## config.mk

```make
export PLATFORM = sky130hd
export DESIGN_NAME = mem_port_arbiter_flat
export DESIGN_NICKNAME = d
export VERILOG_FILES = /design/src/rtl/mem_port_arbiter_if.sv /design/src/rtl/mem_port_arbiter.sv /design/src/flat_wrapper.sv
export SDC_FILE = /design/constraint.sdc
export NUM_CORES = 1
export LEC_CHECK = 0
export ABC_AREA = 1
export CAP_MARGIN = 10
export CORE_ASPECT_RATIO = 1.1
export CORE_MARGIN = 10
export CORE_UTILIZATION = 40
export CTS_CLUSTER_SIZE = 25
export DETAILED_ROUTE_END_ITERATION = 16
export PLACE_DENSITY = 0.87
export SLEW_MARGIN = 0
export SYNTH_ARGS = -nofsm -noshare
export SYNTH_HDL_FRONTEND = slang
export SYNTH_SLANG_ARGS = --single-unit
```

## constraint.sdc

```tcl
create_clock -name clk -period 1.95 [get_ports clk]
set_input_delay 0.39 -clock clk [delete_from_list [all_inputs] [get_ports clk]]
set_output_delay 0.39 -clock clk [all_outputs]
set_load 0.03 [all_outputs]
```

## src/rtl/mem_port_arbiter_if.sv

```systemverilog
// Pipeline-side and bus-side signals of the IF/MEM memory port arbiter.
// Signal suffixes are from the arbiter's point of view.
interface mem_port_arbiter_if;
    logic        inst_req_i;
    logic [31:0] inst_addr_i;
    logic [31:0] inst_rdata_o;
    logic        inst_stall_o;

    logic        data_req_i;
    logic        data_wr_i;
    logic [1:0]  data_size_i;
    logic [31:0] data_addr_i;
    logic [31:0] data_wdata_i;
    logic [31:0] data_rdata_o;
    logic        data_stall_o;

    logic        pipe_stall_i;
    logic        flush_i;

    logic        bus_req_o;
    logic        bus_wr_o;
    logic [1:0]  bus_size_o;
    logic [31:0] bus_addr_o;
    logic [31:0] bus_wdata_o;
    logic        bus_addr_ok_i;
    logic        bus_data_ok_i;
    logic [31:0] bus_rdata_i;

    modport slave (
        input  inst_req_i, inst_addr_i,
        output inst_rdata_o, inst_stall_o,
        input  data_req_i, data_wr_i, data_size_i, data_addr_i, data_wdata_i,
        output data_rdata_o, data_stall_o,
        input  pipe_stall_i, flush_i,
        output bus_req_o, bus_wr_o, bus_size_o, bus_addr_o, bus_wdata_o,
        input  bus_addr_ok_i, bus_data_ok_i, bus_rdata_i
    );

    modport master (
        output inst_req_i, inst_addr_i,
        input  inst_rdata_o, inst_stall_o,
        output data_req_i, data_wr_i, data_size_i, data_addr_i, data_wdata_i,
        input  data_rdata_o, data_stall_o,
        output pipe_stall_i, flush_i,
        input  bus_req_o, bus_wr_o, bus_size_o, bus_addr_o, bus_wdata_o,
        output bus_addr_ok_i, bus_data_ok_i, bus_rdata_i
    );
endinterface

```

## src/rtl/mem_port_arbiter.sv

```systemverilog
// Serialises IF fetches and MEM loads/stores onto one SRAM-like bus, data first,
// one outstanding transaction, and holds each returned word until the pipe advances.
module mem_port_arbiter (
    input  logic               clk,
    input  logic               rst,
    mem_port_arbiter_if.slave  port
);
    typedef enum logic [1:0] {IDLE = 2'd0, ADDR = 2'd1, DATA = 2'd2} state_e;
    typedef enum logic       {OWN_INST = 1'b0, OWN_DATA = 1'b1} owner_e;

    state_e      state_q;
    owner_e      owner_q;
    logic        discard_q;
    logic        bus_req_q;
    logic        bus_wr_q;
    logic [1:0]  bus_size_q;
    logic [31:0] bus_addr_q;
    logic [31:0] bus_wdata_q;
    logic        inst_done_q;
    logic        data_done_q;
    logic [31:0] inst_buf_q;
    logic [31:0] data_buf_q;

    logic inst_pend;
    logic data_pend;
    logic drop_result;

    assign inst_pend   = port.inst_req_i & ~inst_done_q & ~port.flush_i;
    assign data_pend   = port.data_req_i & ~data_done_q & ~port.flush_i;
    // A flush arriving together with the response must already drop it.
    assign drop_result = discard_q | port.flush_i;

    // NOTE: every register here is written with <= so all reads in this block
    // see the pre-edge values, exactly like the flops they become.
    always_ff @(posedge clk or negedge rst) begin
        if (!rst) begin
            state_q     <= IDLE;
            owner_q     <= OWN_INST;
            discard_q   <= 1'b0;
            bus_req_q   <= 1'b0;
            bus_wr_q    <= 1'b0;
            bus_size_q  <= 2'd0;
            bus_addr_q  <= 32'd0;
            bus_wdata_q <= 32'd0;
            inst_done_q <= 1'b0;
            data_done_q <= 1'b0;
            inst_buf_q  <= 32'd0;
            data_buf_q  <= 32'd0;
        end else begin
            if (!port.pipe_stall_i || port.flush_i) begin
                inst_done_q <= 1'b0;
                data_done_q <= 1'b0;
            end

            unique case (state_q)
                IDLE: begin
                    if (data_pend) begin
                        owner_q     <= OWN_DATA;
                        bus_wr_q    <= port.data_wr_i;
                        bus_size_q  <= port.data_size_i;
                        bus_addr_q  <= port.data_addr_i;
                        bus_wdata_q <= port.data_wdata_i;
                        discard_q   <= 1'b0;
                        bus_req_q   <= 1'b1;
                        state_q     <= ADDR;
                    end else if (inst_pend) begin
                        owner_q     <= OWN_INST;
                        bus_wr_q    <= 1'b0;
                        bus_size_q  <= 2'd2;
                        bus_addr_q  <= port.inst_addr_i;
                        bus_wdata_q <= 32'd0;
                        discard_q   <= 1'b0;
                        bus_req_q   <= 1'b1;
                        state_q     <= ADDR;
                    end
                end
                ADDR: begin
                    if (port.flush_i) discard_q <= 1'b1;
                    if (port.bus_addr_ok_i) begin
                        bus_req_q <= 1'b0;
                        state_q   <= DATA;
                    end
                end
                DATA: begin
                    if (port.flush_i) discard_q <= 1'b1;
                    // A completing response wins over the done clear above.
                    if (port.bus_data_ok_i) begin
                        state_q <= IDLE;
                        if (!drop_result) begin
                            if (owner_q == OWN_DATA) begin
                                data_done_q <= 1'b1;
                                data_buf_q  <= port.bus_rdata_i;
                            end else begin
                                inst_done_q <= 1'b1;
                                inst_buf_q  <= port.bus_rdata_i;
                            end
                        end
                    end
                end
                default: state_q <= IDLE;
            endcase
        end
    end

    assign port.inst_stall_o = port.inst_req_i & ~inst_done_q;
    assign port.data_stall_o = port.data_req_i & ~data_done_q;
    assign port.inst_rdata_o = inst_buf_q;
    assign port.data_rdata_o = data_buf_q;
    assign port.bus_req_o    = bus_req_q;
    assign port.bus_wr_o     = bus_wr_q;
    assign port.bus_size_o   = bus_size_q;
    assign port.bus_addr_o   = bus_addr_q;
    assign port.bus_wdata_o  = bus_wdata_q;
endmodule

```

## src/flat_wrapper.sv

```systemverilog
// flat-port wrapper written by rule: the top's interface ports become plain ports
module mem_port_arbiter_flat 
  (clk, rst, port_inst_req_i, port_inst_addr_i, port_inst_rdata_o, port_inst_stall_o, port_data_req_i, port_data_wr_i, port_data_size_i, port_data_addr_i, port_data_wdata_i, port_data_rdata_o, port_data_stall_o, port_pipe_stall_i, port_flush_i, port_bus_req_o, port_bus_wr_o, port_bus_size_o, port_bus_addr_o, port_bus_wdata_o, port_bus_addr_ok_i, port_bus_data_ok_i, port_bus_rdata_i);
  mem_port_arbiter_if port_i ();
  input  logic clk;
  input  logic rst;
  input wire logic [$bits(port_i.inst_req_i)-1:0] port_inst_req_i;
  input wire logic [$bits(port_i.inst_addr_i)-1:0] port_inst_addr_i;
  output wire logic [$bits(port_i.inst_rdata_o)-1:0] port_inst_rdata_o;
  output wire logic [$bits(port_i.inst_stall_o)-1:0] port_inst_stall_o;
  input wire logic [$bits(port_i.data_req_i)-1:0] port_data_req_i;
  input wire logic [$bits(port_i.data_wr_i)-1:0] port_data_wr_i;
  input wire logic [$bits(port_i.data_size_i)-1:0] port_data_size_i;
  input wire logic [$bits(port_i.data_addr_i)-1:0] port_data_addr_i;
  input wire logic [$bits(port_i.data_wdata_i)-1:0] port_data_wdata_i;
  output wire logic [$bits(port_i.data_rdata_o)-1:0] port_data_rdata_o;
  output wire logic [$bits(port_i.data_stall_o)-1:0] port_data_stall_o;
  input wire logic [$bits(port_i.pipe_stall_i)-1:0] port_pipe_stall_i;
  input wire logic [$bits(port_i.flush_i)-1:0] port_flush_i;
  output wire logic [$bits(port_i.bus_req_o)-1:0] port_bus_req_o;
  output wire logic [$bits(port_i.bus_wr_o)-1:0] port_bus_wr_o;
  output wire logic [$bits(port_i.bus_size_o)-1:0] port_bus_size_o;
  output wire logic [$bits(port_i.bus_addr_o)-1:0] port_bus_addr_o;
  output wire logic [$bits(port_i.bus_wdata_o)-1:0] port_bus_wdata_o;
  input wire logic [$bits(port_i.bus_addr_ok_i)-1:0] port_bus_addr_ok_i;
  input wire logic [$bits(port_i.bus_data_ok_i)-1:0] port_bus_data_ok_i;
  input wire logic [$bits(port_i.bus_rdata_i)-1:0] port_bus_rdata_i;
  assign port_i.inst_req_i = port_inst_req_i;
  assign port_i.inst_addr_i = port_inst_addr_i;
  assign port_inst_rdata_o = port_i.inst_rdata_o;
  assign port_inst_stall_o = port_i.inst_stall_o;
  assign port_i.data_req_i = port_data_req_i;
  assign port_i.data_wr_i = port_data_wr_i;
  assign port_i.data_size_i = port_data_size_i;
  assign port_i.data_addr_i = port_data_addr_i;
  assign port_i.data_wdata_i = port_data_wdata_i;
  assign port_data_rdata_o = port_i.data_rdata_o;
  assign port_data_stall_o = port_i.data_stall_o;
  assign port_i.pipe_stall_i = port_pipe_stall_i;
  assign port_i.flush_i = port_flush_i;
  assign port_bus_req_o = port_i.bus_req_o;
  assign port_bus_wr_o = port_i.bus_wr_o;
  assign port_bus_size_o = port_i.bus_size_o;
  assign port_bus_addr_o = port_i.bus_addr_o;
  assign port_bus_wdata_o = port_i.bus_wdata_o;
  assign port_i.bus_addr_ok_i = port_bus_addr_ok_i;
  assign port_i.bus_data_ok_i = port_bus_data_ok_i;
  assign port_i.bus_rdata_i = port_bus_rdata_i;
  mem_port_arbiter u_core (.clk(clk), .rst(rst), .port(port_i));
endmodule
```

==> results.toml, run 1 <==
[synth]
netlist_area_sq_um = 5730
synth_warnings = 0
ys_ff_latch = 138
synth_fp_nets = 825
synth.yosys.seq_area_share_pct = 60.2
avgSynthCellArea_sq_um = 8.42
synth_cell_types = 19
synth_cells = 681

[die]
start_util_pct = 41.2
dieWidth_um = 134
ioPinCount = 273
coreArea_sq_um = 13900
rows = 45
dieArea_sq_um = 19500
fp.dieH_um = 146

[power_and_ir_drop]
p_per_area_nw_per_um2 = 1710
total_power_mw = 15.9
vdd_drop_max_mv = 1.02
p_leak_nw = 4.63

[cts]
insertion_delay_ns = 0.41
cts.path.max_buffers = 2
cts.clk_slew.worst_paths_ns = 0.06
cts_hold_buf = 1
clock-sinks = 138
ctsHtreeMaxLevel = 4
cts_resized = 0
cts_tree = "done"
cts_setup_buffers = 0
numCtsBuffers = 17
cts_root_buffer = "clkbuf_16"

[run_status]
outcome = "complete, no violations"

[setup_path]
path_depth = 1
crit_path_end_kind = "primary output"
cp-endpoint = "port_bus_addr_o[3]"
cpMaxStageDelayCell = "clkdlybuf4s50_1"
critPathArrivalTime_ns = 1.49
cp.required_ns = 1.56
r2r_end = "u_core.port.bus_addr_o[3]"
r2r_start = "u_core.state_q[1]"
cp_cell_sequence = "clkdlybuf4s50_1"
critPathMaxFanout = 2
worstSetupPathType = "flop to primary output"
critPathLaunchType = "flop"
reg2regPathDepth = 6
r2r_slack_ns = 0.31
cp-startpoint = "u_core.port.bus_addr_o[3]"
cp_top_family = "buffers and inverters"
crit_path_max_incr_delay_ns = 0.71
cp_num_buf_inv = 1

[finish]
mostFrequentLayoutCells = "nand2_1, clkdlybuf4s50_1, dfrtp_1, o21ai_0, inv_1"
fillers = 1083
regArea_sq_um = 3450
utilization_pct = 66.9
final_common_cell = "nand2_1"
final_cells = 1154
fin_nets = 1095
postLayoutCellArea_sq_um = 9310
multi_input_area_sq_um = 1920
area_growth_pct = 62.3
drive_gt1_share_pct = 5.71

[timing]
slew_violations = 0
fmax_mhz = 533
maxSlewHeadroom_pct = 59.3
setup_viol = 0
final.period_utilization_pct = 96.2
rsz0062_at_grt = "false"
fin_worst_skew_ns = 0.00792
fin_crit_ns = 1.88
finalHoldViolations = 0
worst_slew_pin_slew_ns = 0.610

[detailed_routing]
vias_per_cell = 4.56
post-route-drc-count = 0
postRouteAntennaNets = 0
first_pass_iters = 6
wire_per_inst_um = 16.1
drt_iter0_markers = 254
drt_wl_total_mm = 18.5
vias = 5258

[placement]
dp.cells = 1119
routabilityCongestion = 0.777
io_buffer_count = 272
place_area_sq_um = 8700
dp_hpwl_mm = 13.9

[min_path]
min_path_type = "input port to async pin"

[grt]
grt_util_all_layers_pct = 18.7
overflow = 0
antenna_found_initial = 2
grt_pass1_wl_mm = 29.2
grt_max_degree = 73
grt_pass1_vias = 5496

[job]
drv_cap = 0
layout make-up:
type                    instances  area share [%]
diodes                          2          0.0538
clock buffers                  20            5.02
clock inverters                12            1.32
inverters                      45            1.82
multi-input cells             464            20.7
flip-flops and latches        138            37.1
well taps                     188            2.53
repair buffers                285            31.5
sequential cells by signal (all words and copies together), names as in the netlist:
| name | count |
|---|---|
| u_core.port.bus_req_o | 1 |
| u_core.state_q | 2 |
| u_core.port.bus_wdata_o | 32 |
| u_core.inst_done_q | 1 |
| u_core.owner_q | 1 |
| u_core.port.bus_size_o | 2 |
| u_core.port.bus_addr_o | 32 |
| u_core.port.bus_wr_o | 1 |
| u_core.port.data_rdata_o | 32 |
| u_core.discard_q | 1 |
| u_core.port.inst_rdata_o | 32 |
| u_core.data_done_q | 1 |
metrics by stage:
step / setup TNS, ns / hold slack [ns] / setup slack, ns
after floorplan: 0 / 0.0944 / 0.529
after global placement: 0 / 0.190 / 0.0369
after detailed placement: -0.0240 / 0.189 / -0.00763
after CTS: 0 / 0.321 / 0.0386
after global routing: 0 / 0.331 / 0.0238
final: 0 / 0.343 / 0.0750
metal layers:
metal / vias up / GRT usage (%) / part of all wire, %
li1: 2611 / - / -
met1: 2422 / 20.4 / 39
met2: 213 / 31.6 / 50
met3: 12 / 8.76 / 9.6
met4: 0 / 5.28 / 1.2
met5: - / 0 / 0
cell usage after synthesis, drive strengths merged:
cell type  number  share of area (%)
or2             1               0.11
buf            26                2.9
inv            45                2.9
ha              5                1.1
nand3b          1               0.13
nor2            5               0.46
o21ai          66                5.8
nand3           9               0.79
dfrtp         138                 60
nand2         374                 25
nand4           2               0.22
clkbuf          8               0.52
o21bai          1               0.13
how the worst min path moves through the flow:
| stage | end | slack [ns] | depth (start not counted) | startpoint |
|---|---|---|---|---|
| floorplan | u_core.data_done_q | 0.09 | 0 | rst |
| global placement | u_core.port.data_rdata_o[8] | 0.19 | 1 | rst |
| detailed placement | u_core.port.data_rdata_o[10] | 0.19 | 1 | rst |
| CTS | u_core.port.data_rdata_o[10] | 0.32 | 2 | rst |
| global route | u_core.port.data_rdata_o[8] | 0.33 | 2 | rst |
| finish | u_core.port.inst_rdata_o[13] | 0.34 | 2 | rst |
report_power, final:
part / leakage [nW] / total (mW) / switching, mW / internal (mW)
combinational: 2.54 / 7.81 / 4.69 / 3.13
clock: 0.291 / 3.16 / 1.19 / 1.97
sequential: 1.79 / 4.97 / 0.758 / 4.21
cell families (layout without fill, tap and decap cells):
family	count (synthesis)	in the layout	share of synthesized area, %
and+or+nand+nor	392	392	26.4
AOI/OAI and AO/OA	67	67	5.89
buffers and inverters	79	362	6.42
DFF	138	138	60.2
adders and majority gates	5	5	1.09
other	0	2	0
Power figures use the tool's default switching activity.
==> run 2: changes to the inputs <==
--- a/config.mk
+++ b/config.mk
@@ -6,7 +6,6 @@
 export NUM_CORES = 1
 export LEC_CHECK = 0
 export ABC_AREA = 1
-export CAP_MARGIN = 10
 export CORE_ASPECT_RATIO = 1.1
 export CORE_MARGIN = 10
 export CORE_UTILIZATION = 40
==> constraint.sdc (replaced) <==
create_clock -name clk -period 2 [get_ports clk]
set_input_delay 0.4 -clock clk [delete_from_list [all_inputs] [get_ports clk]]
set_output_delay 0.4 -clock clk [all_outputs]
set_load 0.03 [all_outputs]
==> run 2 against run 1 <==
Clock skew is 0.00079 ns higher; die area stayed put; total power is 0.15% higher; largest cell class unchanged; largest power group unchanged.
==> results.toml, run 2 (synthesis results as in run 1) <==
[run_status]
outcome = "complete, no violations"

[finish]
area_growth_pct = 63.6
final_common_cell = "nand2_1"
drive_gt1_share_pct = 5.49
mostFrequentLayoutCells = "nand2_1, clkdlybuf4s50_1, dfrtp_1, o21ai_0, inv_1"
fillers = 1108
final_cells = 1154
fin_nets = 1097
postLayoutCellArea_sq_um = 9380

[power_and_ir_drop]
p_leak_nw = 4.66
p_per_area_nw_per_um2 = 1700
vdd_drop_max_mv = 0.952

[detailed_routing]
drt_iter0_markers = 273
first_pass_iters = 4
drt_wl_total_mm = 18.6
vias_per_cell = 4.60
wire_per_inst_um = 16.1
postRouteAntennaNets = 0
vias = 5314
post-route-drc-count = 0

[die]
rows = 45
coreArea_sq_um = 13900
ioPinCount = 273
dieArea_sq_um = 19500
dieWidth_um = 134
start_util_pct = 41.2
fp.dieH_um = 146

[placement]
io_buffer_count = 272
routabilityCongestion = 0.772
place_area_sq_um = 8700
dp.cells = 1121
place_ws_ns = -0.0217
dp_hpwl_mm = 14.1

[setup_path]
cp_top_family = "buffers and inverters"
critPathArrivalTime_ns = 1.49
r2r_start = "u_core.state_q[1]"
critPathLaunchType = "flop"
cp.required_ns = 1.60
cpMaxStageDelayCell = "clkdlybuf4s50_1"
crit_path_max_incr_delay_ns = 0.70
critPathMaxFanout = 2
crit_path_end_kind = "primary output"
cp_num_buf_inv = 1
cp-startpoint = "u_core.port.bus_addr_o[10]"
cp_cell_sequence = "clkdlybuf4s50_1"
worstSetupPathType = "flop to primary output"

[grt]
grt_pass1_wl_mm = 29.3
grt_pass1_vias = 5345
antenna_found_initial = 1
grt_max_degree = 66
overflow = 0
grt_util_all_layers_pct = 18.8

[timing]
finalHoldViolations = 0
whs_ns = 0.466
slew_violations = 0
fmax_mhz = 529
setup_viol = 0
worst_slew_pin_slew_ns = 0.611
setup_ws_ns = 0.111
maxSlewHeadroom_pct = 59.2
fin_worst_skew_ns = 0.00872
rsz0062_at_grt = "false"
fin_crit_ns = 1.89
final.period_utilization_pct = 94.5

[min_path]
hp-start = "u_core.port.bus_wdata_o[8]"
min_path_type = "flop to flop"

[cts]
cts_resized = 0
cts.clk_slew.worst_paths_ns = 0.06
clock-sinks = 138
cts_setup_buffers = 0
cts_tree = "done"
cts_root_buffer = "clkbuf_16"
insertion_delay_ns = 0.40
numCtsBuffers = 17
cts_hold_buf = 1
cts.path.max_buffers = 2
ctsHtreeMaxLevel = 4

[job]
drv_cap = 0
-- run 2: cell types whose count changed in the layout (fill, tap and decap cells not counted) --
cell | previous run | this run
bufinv_16 | 2 | 6
clkbuf_1 | 0 | 3
clkbuf_8 | 3 | 1
inv_6 | 0 | 1
clkinvlp_4 | 2 | 0
buf_4 | 5 | 8
clkinv_2 | 6 | 0
buf_12 | 9 | 8
clkinv_4 | 2 | 3
diode_2 | 2 | 1
-- run 2: worst min-delay path, stage by stage, from the launching register on --
cell and delay, ns:
dfrtp_1 0.34, nand2_1 0.05, nand2_1 0.04
-- run 2: layout make-up --
| class | instances | area (sq um) | area share (%) |
|---|---|---|---|
| Timing Repair Buffer | 287 | 2930 | 31.3 |
| Antenna cell | 1 | 2.50 | 0.0267 |
| Clock buffer | 21 | 450 | 4.80 |
| Clock inverter | 10 | 215 | 2.29 |
| Tap cell | 188 | 235 | 2.51 |
| Sequential cell | 138 | 3450 | 36.8 |
| Multi-Input combinational cell | 464 | 1920 | 20.5 |
| Inverter | 45 | 169 | 1.80 |
-- run 2: per-layer routing --
| metal | vias up | wire length [um] | global-route usage, % |
|---|---|---|---|
| met3 | 20 | 1670 | 7.83 |
| met1 | 2469 | 7500 | 21.3 |
| met4 | 0 | 370 | 7.19 |
| met2 | 203 | 9100 | 30.8 |
| met5 | - | 0 | 0 |
| li1 | 2622 | - | - |
-- run 2: power by group --
part	switching [mW]	internal, mW	leakage [nW]
clock network	1.14	2.38	0.322
registers	0.739	4.10	1.79
logic	4.55	3.05	2.55
-- run 2: path summary, 6_finish.rpt --
check	end	slack, ns	cells after the start
min reg2reg	u_core.port.bus_wdata_o[8]	0.47	2
min	u_core.port.bus_wdata_o[8]	0.47	2
max	port_bus_addr_o[10]	0.11	1
max in group asynchronous	u_core.inst_done_q	0.92	3
min in group asynchronous	u_core.port.data_rdata_o[8]	0.49	2
max reg2reg	u_core.port.bus_addr_o[7]	0.37	6
-- run 2: through the flow --
step / TNS, ns / power, mW / util [%]
4_1_cts: 0 / 16.2 / 67.4
5_1_grt: 0 / 16.9 / 67.5
6_report: 0 / 16.0 / 67.5
3_3_place_gp: 0 / 12.3 / 62.6
3_5_place_dp: -0.143 / 12.5 / 62.6
2_1_floorplan: 0 / 8.88 / -
==> run 3: changes to the inputs <==
--- a/config.mk
+++ b/config.mk
@@ -11,6 +11,7 @@
 export CORE_UTILIZATION = 40
 export CTS_CLUSTER_SIZE = 25
 export DETAILED_ROUTE_END_ITERATION = 16
+export GPL_TIMING_DRIVEN = 0
 export PLACE_DENSITY = 0.87
 export SLEW_MARGIN = 0
 export SYNTH_ARGS = -nofsm -noshare
==> run 3 against run 2 <==
Non-clock buffer count up 21; die area unchanged; via count up 2.5%; first-iteration DRC count up 21%; highest routed layer unchanged; wire length up 3.7%; core utilization down 0.51 points; sequential power about the same; global-route usage up 0.89 points; cell count up 2.0%; largest cell class unchanged; clock power down 14%; maximum frequency down 0.50%; worst hold slack better by 0.0046 ns.
==> results.toml, run 3 (synthesis results as in run 1) <==
[cts]
cts.clk_slew.worst_paths_ns = 0.06
insertion_delay_ns = 0.41
clock-sinks = 138
numCtsBuffers = 17
cts.path.max_buffers = 2
cts_tree = "done"
cts_root_buffer = "clkbuf_16"
ctsHtreeMaxLevel = 4

[min_path]
hp-start = "u_core.port.bus_wdata_o[10]"
min_to = "u_core.port.bus_wdata_o[10]"
min_path_type = "flop to flop"
whs_path_depth = 2

[setup_path]
critPathMaxFanout = 2
cp.required_ns = 1.60
crit_path_end_kind = "primary output"
r2r_slack_ns = 0.14
reg2regPathDepth = 8
crit_path_max_incr_delay_ns = 0.72
r2r_end = "u_core.port.data_rdata_o[18]"
r2r_start = "u_core.state_q[0]"
worstSetupPathType = "flop to primary output"
critPathArrivalTime_ns = 1.50
cp_cell_sequence = "clkdlybuf4s50_1"
cp-startpoint = "u_core.port.inst_rdata_o[27]"
cp_num_buf_inv = 1
cpMaxStageDelayCell = "clkdlybuf4s50_1"
critPathLaunchType = "flop"
cp_top_family = "buffers and inverters"

[die]
start_util_pct = 41.2
coreArea_sq_um = 13900
ioPinCount = 273
dieArea_sq_um = 19500
dieWidth_um = 134
fp.dieH_um = 146
rows = 45

[placement]
dp.cells = 1142
io_buffer_count = 272
place_ws_ns = -0.0994
dp_hpwl_mm = 15.1
routabilityCongestion = 0.822

[detailed_routing]
drt_iter0_markers = 330
vias_per_cell = 4.63
wire_per_inst_um = 16.4
post-route-drc-count = 0
vias = 5448
drt_wl_total_mm = 19.3
postRouteAntennaNets = 0
first_pass_iters = 5

[grt]
antenna_found_initial = 2
overflow = 0
grt_max_degree = 71
grt_util_all_layers_pct = 19.7
grt_pass1_vias = 5711
grt_pass1_wl_mm = 30.6

[finish]
final_common_cell = "nand2_1"
area_growth_pct = 62.4
drive_gt1_share_pct = 6.69
utilization_pct = 66.9
final_cells = 1177
fillers = 1124
mostFrequentLayoutCells = "nand2_1, clkdlybuf4s50_1, dfrtp_1, o21ai_0, inv_1"
fin_nets = 1118

[power_and_ir_drop]
vdd_drop_max_mv = 0.911
p_per_area_nw_per_um2 = 1670
total_power_mw = 15.5
p_leak_nw = 4.64

[timing]
rsz0062_at_grt = "false"
setup_ws_ns = 0.101
fmax_mhz = 527
final.period_utilization_pct = 94.9
finalHoldViolations = 0
maxSlewHeadroom_pct = 57.2
fin_worst_skew_ns = 0.00885
fin_crit_ns = 1.90
slew_violations = 0
worst_slew_pin_slew_ns = 0.641
setup_viol = 0

[run_status]
outcome = "complete, no violations"

[job]
drv_cap = 0
[run 3: timing repair]
item | in CTS | in global routing
hold endpoints to repair | 1 | 0
gates resized for setup | 2 | 2
hold buffers | 1 | 0
pin swaps | 0 | 0
endpoints found under the setup margin | 2 | 3
buffers inserted | 0 | 0
[run 3: report_power, final]
group / leakage (nW) / switching [mW] / internal (mW)
sequential: 1.79 / 0.738 / 4.10
clock: 0.274 / 1.21 / 1.84
combinational: 2.57 / 4.58 / 3.07
total: 4.64 / 6.53 / 9.01
[run 3: cell type report]
type	count	area, sq um	area share [%]
Sequential cell	138	3450	37.1
Timing Repair Buffer	274	2760	29.6
Multi-Input combinational cell	464	1910	20.5
Clock buffer	18	429	4.61
Tap cell	188	235	2.53
Buffer	34	200	2.15
Inverter	45	169	1.81
Clock inverter	14	148	1.59
Antenna cell	2	5.00	0.0538
[run 3: metal layers]
metal	global-route usage, %	vias up	wire length (um)
met5	0	-	0
met4	7.90	0	464
met3	8.03	28	1590
met2	32.8	235	9510
met1	21.8	2517	7760
li1	-	2668	-
[run 3: metrics by stage]
stage,cell area [sq um],setup TNS (ns),hold slack (ns)
2_1_floorplan,5730,0,0.104
3_3_place_gp,8690,-670.89,0.453
3_5_place_dp,8720,-1.00,0.444
4_1_cts,9300,0,0.472
5_1_grt,9310,0,0.488
6_report,9310,0,0.471
[run 3: worst max path at each step]
| stage | slack (ns) | endpoint | depth (start not counted) |
|---|---|---|---|
| floorplan | 0.58 | u_core.port.data_rdata_o[20] | 9 |
| global placement | -4.87 | u_core.port.bus_addr_o[2] | 1 |
| detailed placement | -0.1 | port_data_stall_o | 4 |
| CTS | 0.08 | port_inst_rdata_o[27] | 1 |
| global route | 0.03 | u_core.port.data_rdata_o[26] | 9 |
| finish | 0.10 | port_inst_rdata_o[27] | 1 |
